--- config.mk ---
export PLATFORM = sky130hd
export DESIGN_NAME = fpnew_issue_rob
export DESIGN_NICKNAME = d
export VERILOG_FILES = /design/src/rtl/fpnew_pkg.sv /design/src/rtl/fpnew_issue_rob.sv
export SDC_FILE = /design/constraint.sdc
export NUM_CORES = 1
export LEC_CHECK = 0
export CORE_AREA = 2 2 227 229
export DETAILED_ROUTE_END_ITERATION = 10
export DIE_AREA = 0 0 229 231
export HOLD_SLACK_MARGIN = 0.06
export SYNTH_ARGS = -nofsm -noshare
export SYNTH_HDL_FRONTEND = slang
export SYNTH_SLANG_ARGS = --single-unit
--- constraint.sdc ---
create_clock -name clk_i -period 3.8 [get_ports clk_i]
set_input_delay 0.38 -clock clk_i [delete_from_list [all_inputs] [get_ports clk_i]]
set_output_delay 0.38 -clock clk_i [all_outputs]
set_load 0.03 [all_outputs]
--- src/rtl/fpnew_pkg.sv ---
// fpnew_pkg: FPU request field enums, status flags and reorder-slot type for the issue ROB.
package fpnew_pkg;
  typedef enum logic [2:0] {RNE = 3'b000, RTZ = 3'b001, RDN = 3'b010, RUP = 3'b011, RMM = 3'b100, DYN = 3'b111} roundmode_e;
  typedef enum logic [3:0] {
    FMADD, FNMSUB, ADD, MUL, DIV, SQRT, SGNJ, MINMAX, CMP, CLASSIFY, F2F, F2I, I2F, CPKAB, CPKCD
  } operation_e;
  typedef enum logic [2:0] {FP32 = 3'd0, FP64 = 3'd1, FP16 = 3'd2, FP8 = 3'd3, FP16ALT = 3'd4} fp_format_e;
  typedef enum logic [1:0] {INT8, INT16, INT32, INT64} int_format_e;
  typedef struct packed {
    logic nv;
    logic dz;
    logic of;
    logic uf;
    logic nx;
  } status_t;
  typedef struct packed {
    logic    alloc;
    logic    done;
    status_t status;
  } rob_slot_t;
  function automatic status_t status_or(status_t a, status_t b);
    return a | b;
  endfunction
endpackage

--- src/rtl/fpnew_issue_rob.sv ---
// fpnew_issue_rob: tags FP requests, issues them to the FPU and writes results back in issue order.
module fpnew_issue_rob
  import fpnew_pkg::*;
#(
  parameter int unsigned Width = 64,
  parameter int unsigned NumEntries = 4,
  parameter int unsigned RegAddrWidth = 5,
  localparam int unsigned TagWidth = $clog2(NumEntries)
) (
  input  logic                    clk_i,
  input  logic                    rst_i,
  input  logic                    flush_i,
  input  logic                    req_valid_i,
  output logic                    req_ready_o,
  input  logic [2:0][Width-1:0]   req_operands_i,
  input  roundmode_e              req_rnd_mode_i,
  input  operation_e              req_op_i,
  input  logic                    req_op_mod_i,
  input  fp_format_e              req_src_fmt_i,
  input  fp_format_e              req_dst_fmt_i,
  input  int_format_e             req_int_fmt_i,
  input  logic                    req_vectorial_op_i,
  input  logic [RegAddrWidth-1:0] req_rd_i,
  output logic [2:0][Width-1:0]   fpu_operands_o,
  output roundmode_e              fpu_rnd_mode_o,
  output operation_e              fpu_op_o,
  output logic                    fpu_op_mod_o,
  output fp_format_e              fpu_src_fmt_o,
  output fp_format_e              fpu_dst_fmt_o,
  output int_format_e             fpu_int_fmt_o,
  output logic                    fpu_vectorial_op_o,
  output logic [TagWidth-1:0]     fpu_tag_o,
  output logic                    fpu_in_valid_o,
  input  logic                    fpu_in_ready_i,
  output logic                    fpu_flush_o,
  input  logic [Width-1:0]        fpu_result_i,
  input  status_t                 fpu_status_i,
  input  logic [TagWidth-1:0]     fpu_tag_i,
  input  logic                    fpu_out_valid_i,
  output logic                    fpu_out_ready_o,
  output logic                    wb_valid_o,
  input  logic                    wb_ready_i,
  output logic [Width-1:0]        wb_result_o,
  output status_t                 wb_status_o,
  output logic [RegAddrWidth-1:0] wb_rd_o,
  output status_t                 fflags_o,
  input  logic                    fflags_clr_i,
  output logic                    spurious_o,
  output logic                    busy_o
);
  rob_slot_t               r_slot [NumEntries];
  logic [RegAddrWidth-1:0] r_rd   [NumEntries];
  logic [Width-1:0]        r_res  [NumEntries];
  logic [TagWidth-1:0]     r_head, r_tail;
  logic [TagWidth:0]       r_count;
  status_t                 r_fflags;
  logic                    r_spur;
  logic                    w_full, w_issue, w_write, w_retire;
  assign w_full             = r_count == (TagWidth+1)'(NumEntries);
  assign fpu_in_valid_o     = req_valid_i & ~w_full & ~flush_i;
  assign req_ready_o        = fpu_in_ready_i & ~w_full & ~flush_i;
  assign w_issue            = fpu_in_valid_o & fpu_in_ready_i;
  assign fpu_tag_o          = r_tail;
  assign fpu_operands_o     = req_operands_i;
  assign fpu_rnd_mode_o     = req_rnd_mode_i;
  assign fpu_op_o           = req_op_i;
  assign fpu_op_mod_o       = req_op_mod_i;
  assign fpu_src_fmt_o      = req_src_fmt_i;
  assign fpu_dst_fmt_o      = req_dst_fmt_i;
  assign fpu_int_fmt_o      = req_int_fmt_i;
  assign fpu_vectorial_op_o = req_vectorial_op_i;
  assign fpu_flush_o        = flush_i;
  // Every in-flight op already owns a slot, so results can always be accepted.
  assign fpu_out_ready_o    = 1'b1;
  assign w_write            = fpu_out_valid_i & r_slot[fpu_tag_i].alloc & ~flush_i;
  assign wb_valid_o         = r_slot[r_head].alloc & r_slot[r_head].done;
  assign wb_result_o        = r_res[r_head];
  assign wb_status_o        = r_slot[r_head].status;
  assign wb_rd_o            = r_rd[r_head];
  assign w_retire           = wb_valid_o & wb_ready_i & ~flush_i;
  assign fflags_o           = r_fflags;
  assign spurious_o         = r_spur;
  assign busy_o             = r_count != '0;
  always_ff @(posedge clk_i) begin
    if (rst_i) begin
      for (int i = 0; i < NumEntries; i++) r_slot[i] <= '0;
      r_head   <= '0;
      r_tail   <= '0;
      r_count  <= '0;
      r_fflags <= '0;
      r_spur   <= 1'b0;
    end else begin
      r_spur   <= fpu_out_valid_i & ~r_slot[fpu_tag_i].alloc;
      r_fflags <= fflags_clr_i ? (w_retire ? r_slot[r_head].status : '0)
                               : (w_retire ? status_or(r_fflags, r_slot[r_head].status) : r_fflags);
      if (flush_i) begin
        for (int i = 0; i < NumEntries; i++) r_slot[i] <= '0;
        r_head  <= '0;
        r_tail  <= '0;
        r_count <= '0;
      end else begin
        if (w_issue) begin
          r_slot[r_tail] <= '{alloc: 1'b1, done: 1'b0, status: '0};
          r_rd[r_tail]   <= req_rd_i;
          r_tail         <= r_tail + 1'b1;
        end
        if (w_write) begin
          r_slot[fpu_tag_i].done   <= 1'b1;
          r_slot[fpu_tag_i].status <= fpu_status_i;
          r_res[fpu_tag_i]         <= fpu_result_i;
        end
        if (w_retire) begin
          r_slot[r_head] <= '0;
          r_head         <= r_head + 1'b1;
        end
        r_count <= (w_issue & ~w_retire) ? r_count + 1'b1 :
                   (w_retire & ~w_issue) ? r_count - 1'b1 : r_count;
      end
    end
  end
endmodule

Yosys cells after proc, flatten, opt, wreduce, memory -nomap -nowiden
Memory sizes are Yosys's and may differ from the RTL's. A register that Yosys moved wholly into a read port is not among the register bits.
Index checks and enable logic that the tools add are counted.
{"block": "classes", "reduce_logical": 7, "eq_ne": 1, "muxes": 41, "addsub": 4, "n_bitwise": 23}
{"operator": "$mux 7", "n": 7}
{"operator": "$reduce_or 7->1", "n": 3}
{"operator": "$mux 2", "n": 10}
{"operator": "$mux 1", "n": 19}
{"operator": "$mux 5", "n": 3}
{"operator": "$and 1x1->1", "n": 13}
{"operator": "$mux 3", "n": 2}
{"operator": "$not 1->1", "n": 5}
{"operator": "$or 5x5->5", "n": 1}
{"operator": "$add 2x1->2 const B", "n": 2}
{"operator": "$or 1x1->1", "n": 4}
{"operator": "$reduce_bool 2->1", "n": 2}
{"operator": "$add 3x1->3 const B", "n": 1}
{"operator": "$eq 3x3->1 const B", "n": 1}
{"operator": "$reduce_bool 3->1", "n": 1}
{"operator": "$sub 3x1->3 const B", "n": 1}
{"operator": "$reduce_or 2->1", "n": 1}
{"block": "totals", "mem_bits_rw": 304, "out_inout_bits": 297, "elab_cells": 88, "memories": 3, "ff_bits": 13}
{"memory": "r_res", "depth": 4, "word_bits": 64, "read_ports": 1, "rd_ports_with_merged_regs": 1, "wr": 1, "line": "fpnew_issue_rob.sv:53", "text": "logic [Width-1:0] r_res [NumEntries];"}
{"memory": "r_slot", "depth": 4, "word_bits": 7, "read_ports": 2, "rd_ports_with_merged_regs": 1, "wr": 4, "line": "fpnew_issue_rob.sv:51", "text": "rob_slot_t r_slot [NumEntries];"}
{"memory": "r_rd", "depth": 4, "word_bits": 5, "read_ports": 1, "rd_ports_with_merged_regs": 1, "wr": 1, "line": "fpnew_issue_rob.sv:52", "text": "logic [RegAddrWidth-1:0] r_rd [NumEntries];"}

Logic depth before layout (Yosys ltp)
Gate-level depths: netlist (run 1).
{"block": "logic_depth", "ltp_word": 11, "depth_mapped": 9, "ltp_nobuf": 9}

Worst setup path before layout (run 1)
Ideal clock, no wire load.
{"block": "synth_path", "path_kind": "input port to flip-flop", "startpoint": "input rst_i", "endpoint": "memory r_slot[3][0] in the netlist's numbering", "t_arrival_ns": 3.999, "path_stages": 4, "required_ns": 3.730, "path_slack_ns": -0.269, "cell_sequence": "nand4bb_1 > nor2_1 > o2bb2a_1 > a21oi_1"}
{"element": "start: declaration", "line": "fpnew_issue_rob.sv:11", "text": "input logic rst_i,"}
{"element": "end: declaration", "line": "fpnew_issue_rob.sv:51"}

==> results.md, run 1 <==
* Place WS at 0.884 ns
* Setup TNS after final layout at 0 ns
* Final layout net count at 1085
* Hpwl dp at 26100 um
* Critical path class: register to primary output
* Delay of the slowest critical-path stage at 0.62 ns
* Clock latency at the later pin of the worst-skew pair at 0.52 ns
* CP bufs+invs at 2
* Pleak at 4.89 nW
* FF+latch count, synth at 319
* Routed wire length at 36400 um
* Area leader, netlist: edfxtp_1
* Share of cells above drive strength 1 at 0.186
* Worst Path Required at 3.42 ns
* Type of origin of the critical path: register
* Non-Filler Instances at 1488
* Routed vias at 6596
* Max VDD drop at 0.229 mV
* Worst clock skew at 0.0217 ns
* Avg Inst Size Synth at 17.2 um2
* Seq/Total Area, Yosys at 0.672
* Max_cap viols at 0
* Final hold violation count at 0
* Async set-or-reset flop fraction in the synthesized netlist at 0
* H-Tree Depth at 2
* Post-cts resize count at 0
* Fmax at 334 MHz
* Die area at 52900 um2
* # hold bufs at CTS at 0
* WP depth at 3
* Initial antenna violation count at 5
* Tmin final at 3.00 ns
* Clock root buffer master: clkbuf_16
* Initial Utilization at 0.268
* Crit share post-route at 0.789
* Cell breakdown of the critical path: buf_4 -> mux4_2 -> clkdlybuf4s50_1
* Die W at 229 um
* Top cells by area, synth: edfxtp_1, mux4_2, buf_4
* Dpl cells at 1425
* Post-layout util at 0.311
* Setup crit end kind: primary output
* Main flop type after synthesis: edfxtp_1
* Worst-path clk slew at 0.06 ns
* Pin count of the biggest net entering global routing at 75
* CTS Sinks at 319
* Fin. max-slew vios at 0
* Crit Path Max Fanout at 21
* Routability cong. at 0.735
* Ys Warns at 0
* Vias in the first global route at 6881
* Global Route Usage Sum at 0.133
* First-pass GRT wire length at 50600 um
* Worst hold path class: register to register
* # port buffers at 170
* Worst slew margin at 0.495
* Run status: finished, final reports clean
* Worst setup endpoint: wb_result_o[35]
* Residual DRC at 0
* Core area at 50700 um2
* Mapped cell area at 13600 um2
* Final WS setup at 0.804 ns
* Final setup viols at 0
* Post-synth top area share at 0.609
* Crit path max-delay family: buffers and inverters
* Critical Path AT at 2.62 ns
* Initial drt markers at 366
* Post-synthesis cell type count at 41
* CTS tree: built
* Antenna viol nets, final at 0
* RSZ-0062 raised after global routing: false
* Max Buffers Root-to-Sink at 3
* Vias per inst at 4.43
* Site row count at 83
* Wire per inst at 24.5 um
* Mapped Nets at 1096
* GR Overflow Total at 0
* Die span in y at 231 um
* Slowest-stage cell, CP: clkdlybuf4s50_1
* Power Density at 455 nW/um2
* Drt pass-1 iters at 4
* Mapped Cells at 793
* Worst R2R End: r_count[2]
* Slew @ Worst Pin at 0.756 ns
* FF-to-FF path depth at 9
* Setup bufs post-CTS at 0
* Ports at 590
* Area grow syn2layout at 15.9%
* Post-synth EDFFs at 276
* Worst reg2reg setup slack at 1.41 ns
* Worst r2r src: r_slot[3][6]
* Num CTS Buffers at 35
## area by class of cell
type	instances	area, um2
antenna	1	2.50
clock buffer	37	883
clock inverter	25	191
fill	4994	34900
inverter	15	57.6
multi-input combinational	226	2730
sequential	319	9160
tap	680	851
timing repair buffer	185	1900
## logic make-up after synthesis
kind of cell	count (synthesis)	synth area share
adder cells (fa/ha/maj)	10	0.00975
multiplexers	77	0.126
AO/OA/AOI/OAI	76	0.0383
AND/OR/NAND/NOR	59	0.0232
buffers and inverters	248	0.129
XOR/XNOR	3	0.00193
flip-flops	319	0.672
other	1	0.000276
## registers in the layout, summed over array words and instances (netlist names), named ones only
name and count:
r_count 3, spurious_o 1, r_slot 28, r_head 2, r_res 256, fpu_tag_o 2
fflags_o 5, r_rd 20
## stage by stage
| stage | area [um2] | hold WS (ns) | total power [mW] |
|---|---|---|---|
| 2_1_floorplan | 13600 | 0.446 | 4.33 |
| 5_1_grt | 15800 | 0.484 | 7.42 |
| 6_report | 15800 | 0.473 | 7.17 |
| 3_5_place_dp | 14700 | 0.467 | 4.07 |
| 3_3_place_gp | 14700 | 0.458 | 4.06 |
| 4_1_cts | 15800 | 0.459 | 7.27 |
## synthesized netlist by cell type, types with 7 or more instances
| library cell | n |
|---|---|
| edfxtp_1 | 276 |
| buf_4 | 213 |
| mux4_2 | 75 |
| dfxtp_1 | 43 |
| a21oi_1 | 21 |
| nand2_1 | 20 |
| o21ai_0 | 18 |
| inv_1 | 15 |
| o2bb2a_1 | 15 |
| nor2_1 | 11 |
| a22oi_1 | 9 |
| buf_2 | 9 |
| ha_1 | 9 |
| clkbuf_1 | 7 |
## power breakdown
part / switching, mW / leakage [nW] / internal (mW) / total, mW
sequential: 0.00246 / 2.83 / 3.80 / 3.80
combinational: 0.0882 / 1.54 / 0.0967 / 0.185
clock: 1.35 / 0.517 / 1.83 / 3.18
## per-layer routing
layer	global-route usage	routed length (um)
met3	0.0919	5440
met2	0.208	17000
met1	0.142	12700
met5	0.0221	193
met4	0.0446	997
## how the worst min path moves through the flow
stage                           from           end  cells past startpoint
detailed placement       fflags_o[1]   fflags_o[1]                      1
floorplan               r_slot[2][0]  r_slot[2][0]                      2
finish                  r_slot[2][0]  r_slot[2][0]                      2
global placement         fflags_o[0]   fflags_o[0]                      1
global route        fpu_result_i[31]  r_res[1][31]                      1
CTS                       wb_ready_i      register                      3
## placed cells by master (no fill, tap or decap), drive strengths merged, types with 4 or more instances in the layout
| cell | Yosys | layout |
|---|---|---|
| or3 | 4 | 4 |
| mux4 | 75 | 75 |
| nor2 | 13 | 13 |
| a22oi | 9 | 9 |
| nand2 | 20 | 20 |
| edfxtp | 276 | 276 |
| clkinvlp | 0 | 4 |
| inv | 15 | 19 |
| a21oi | 21 | 21 |
| ha | 9 | 9 |
| nand3 | 5 | 5 |
| clkinv | 0 | 15 |
| buf | 226 | 15 |
| o2bb2a | 15 | 15 |
| clkbuf | 7 | 37 |
| a22o | 5 | 5 |
| o21ai | 18 | 18 |
| clkdlybuf4s50 | 0 | 170 |
| dfxtp | 43 | 43 |
## tightest hold or removal path: cells and delay by family, from the launching register on
| family | cells | cell delay, ns |
|---|---|---|
| AO/OA/AOI/OAI | 1 | 0.05 |
| flip-flops | 1 | 0.31 |
| AND/OR/NAND/NOR | 1 | 0.06 |
Power figures use the tool's default switching activity.
==> run 2, diff against run 1 <==
Clock period 3.8 ns to 2.53 ns, I/O delays scaled along.
==> results.md, run 2 (synthesis gave the netlist of run 1 again) <==
* CTS tree: built
* Non-Filler Instances at 1516 (+1.9%)
* Worst clock skew at 0.0209 ns (-0.000784 ns)
* Register area at 9160 um2 (unchanged)
* Area grow syn2layout at 18.4%
* Delay of the slowest critical-path stage at 0.58 ns (-0.04 ns)
* Die area at 52900 um2 (unchanged)
* Residual DRC at 0 (unchanged)
* Die span in y at 231 um (unchanged)
* Routed vias at 6785 (+2.9%)
* Clock root buffer master: clkbuf_16
* Type of origin of the critical path: register
* Worst hold path class: input pin to register
* Site row count at 83 (unchanged)
* Worst reg2reg setup slack at 0.22 ns (-1.19 ns)
* Cell breakdown of the critical path: buf_12 -> mux4_2 -> dlygate4sd2_1
* First-pass GRT wire length at 54200 um (+7.3%)
* Ports at 590 (unchanged)
* # hold bufs at CTS at 0 (unchanged)
* Vias in the first global route at 7252 (+5.4%)
* Critical path class: register to primary output
* Pleak at 5.22 nW (+6.8%)
* Wire per inst at 25.4 um (+3.9%)
* Tmin final at 2.46 ns
* Crit share post-route at 0.971
* Power Density at 670 nW/um2 (+47%)
* Antenna viol nets, final at 0 (unchanged)
* Routed wire length at 38500 um (+5.9%)
* Setup TNS after final layout at 0 ns (unchanged)
* Clock latency at the later pin of the worst-skew pair at 0.52 ns (about the same)
* RSZ-0062 raised after global routing: true
* Initial antenna violation count at 3 (-2)
* Routability cong. at 0.811 (+10%)
* Run status: finished, final reports clean
* Core area at 50700 um2 (unchanged)
* Global Route Usage Sum at 0.143 (+0.00938)
* Fmax at 407 MHz
* Hpwl dp at 28500 um (+9.1%)
* Most common cell after layout, fill and taps aside: edfxtp_1
* Die W at 229 um (unchanged)
* Share of cells above drive strength 1 at 0.224 (+0.0381)
* Vias per inst at 4.48 (+0.97%)
* Worst slew margin at 0.610 (+0.115)
* Max Buffers Root-to-Sink at 3 (unchanged)
* Design Power at 10.8 mW (+51%)
* CTS Sinks at 319 (unchanged)
* Critical Path AT at 2.20 ns (-0.42 ns)
* Worst-path clk slew at 0.06 ns (about the same)
* Setup crit end kind: primary output
* Num CTS Buffers at 35 (unchanged)
* GR Overflow Total at 0 (unchanged)
* Final hold violation count at 0 (unchanged)
* Regs by FF count: r_res x256, r_slot x28, r_rd x20
* Max_cap viols at 0 (unchanged)
* Initial Utilization at 0.268 (unchanged)
* Max FFs per register at 256 (unchanged)
* Footprint of the multi-input gates at 2730 um2 (+0.18%)
* Slew @ Worst Pin at 0.585 ns (-0.171 ns)
* Pin count of the biggest net entering global routing at 75 (unchanged)
* Crit Path Max Fanout at 24 (+14%)
* Dpl cells at 1454 (+2.0%)
* Worst Path Required at 2.28 ns (-1.14 ns)
* Drt pass-1 iters at 5 (+1)
* H-Tree Depth at 2 (unchanged)
* Most frequent cells in the layout: edfxtp_1, clkdlybuf4s50_1, mux4_2, dlygate4sd2_1, dfxtp_1
* # port buffers at 170 (unchanged)
* Slowest-stage cell, CP: mux4_2
* Max VDD drop at 0.372 mV (+62%)
* Fin. max-slew vios at 0 (unchanged)
* Largest Register: r_res
* Final layout net count at 1114 (+2.7%)
* Final setup viols at 0 (unchanged)
* Filler cells at 4921 (-1.5%)
* Initial drt markers at 474 (+30%)
run 2: final timing paths:
| kind | startpoint | to | depth (start not counted) |
|---|---|---|---|
| min reg2reg | r_slot[3][6] | r_slot[3][6] | 2 |
| max reg2reg | r_slot[2][6] | r_count[2] | 9 |
| max | register | wb_result_o[44] | 3 |
| min | wb_ready_i | register | 3 |
run 2: layout make-up:
class / count / share of cell area
flip-flops and latches: 319 / 0.568
multi-input cells: 226 / 0.170
repair buffers: 214 / 0.139
clock buffers: 42 / 0.0573
well taps: 680 / 0.0528
clock inverters: 19 / 0.00963
inverters: 15 / 0.00373
diodes: 1 / 0.000155
run 2: what timing repair did:
action | CTS | global route
setup buffers | 0 | 0
gates resized for setup | 68 | 1
endpoints found under the hold margin | 0 | 0
endpoints found under the setup margin | 67 | 8
run 2: metal layers:
metal / vias up / GRT usage / wire, um
li1: 2847 / - / -
met1: 3401 / 0.141 / 12800
met2: 400 / 0.232 / 18500
met3: 129 / 0.0976 / 5710
met4: 8 / 0.0588 / 1440
met5: - / 0.0156 / 151
run 2: per-stage QoR:
stage | util | area [um2] | setup WS, ns | hold WS [ns]
floorplan | - | 13600 | -0.545 | 0.329
global placement | 0.298 | 15100 | -0.0114 | 0.460
detailed placement | 0.298 | 15100 | -0.0354 | 0.464
CTS | 0.318 | 16100 | 0.0260 | 0.340
global route | 0.318 | 16100 | -0.0238 | 0.351
finish | 0.318 | 16100 | 0.0733 | 0.369
run 2: report_power, final:
group | total, mW | leakage (nW) | switching (mW) | internal (mW)
sequential | 5.71 | 2.83 | 0.00393 | 5.71
clock | 4.80 | 0.531 | 1.99 | 2.81
combinational | 0.284 | 1.86 | 0.135 | 0.149
run 2: critical path: cells and delay by family (launching register included):
family   cells  cell delay, ns
buf+inv      2            0.62
flops        1            0.43
mux          1            0.58
==> run 3, diff against run 2 <==
Settings changed: HOLD_SLACK_MARGIN 0.06 to 0.05, SLEW_MARGIN set to 25.
==> results of run 3 <==
The final DEF is identical to that of run 2; final timing and power are the same.
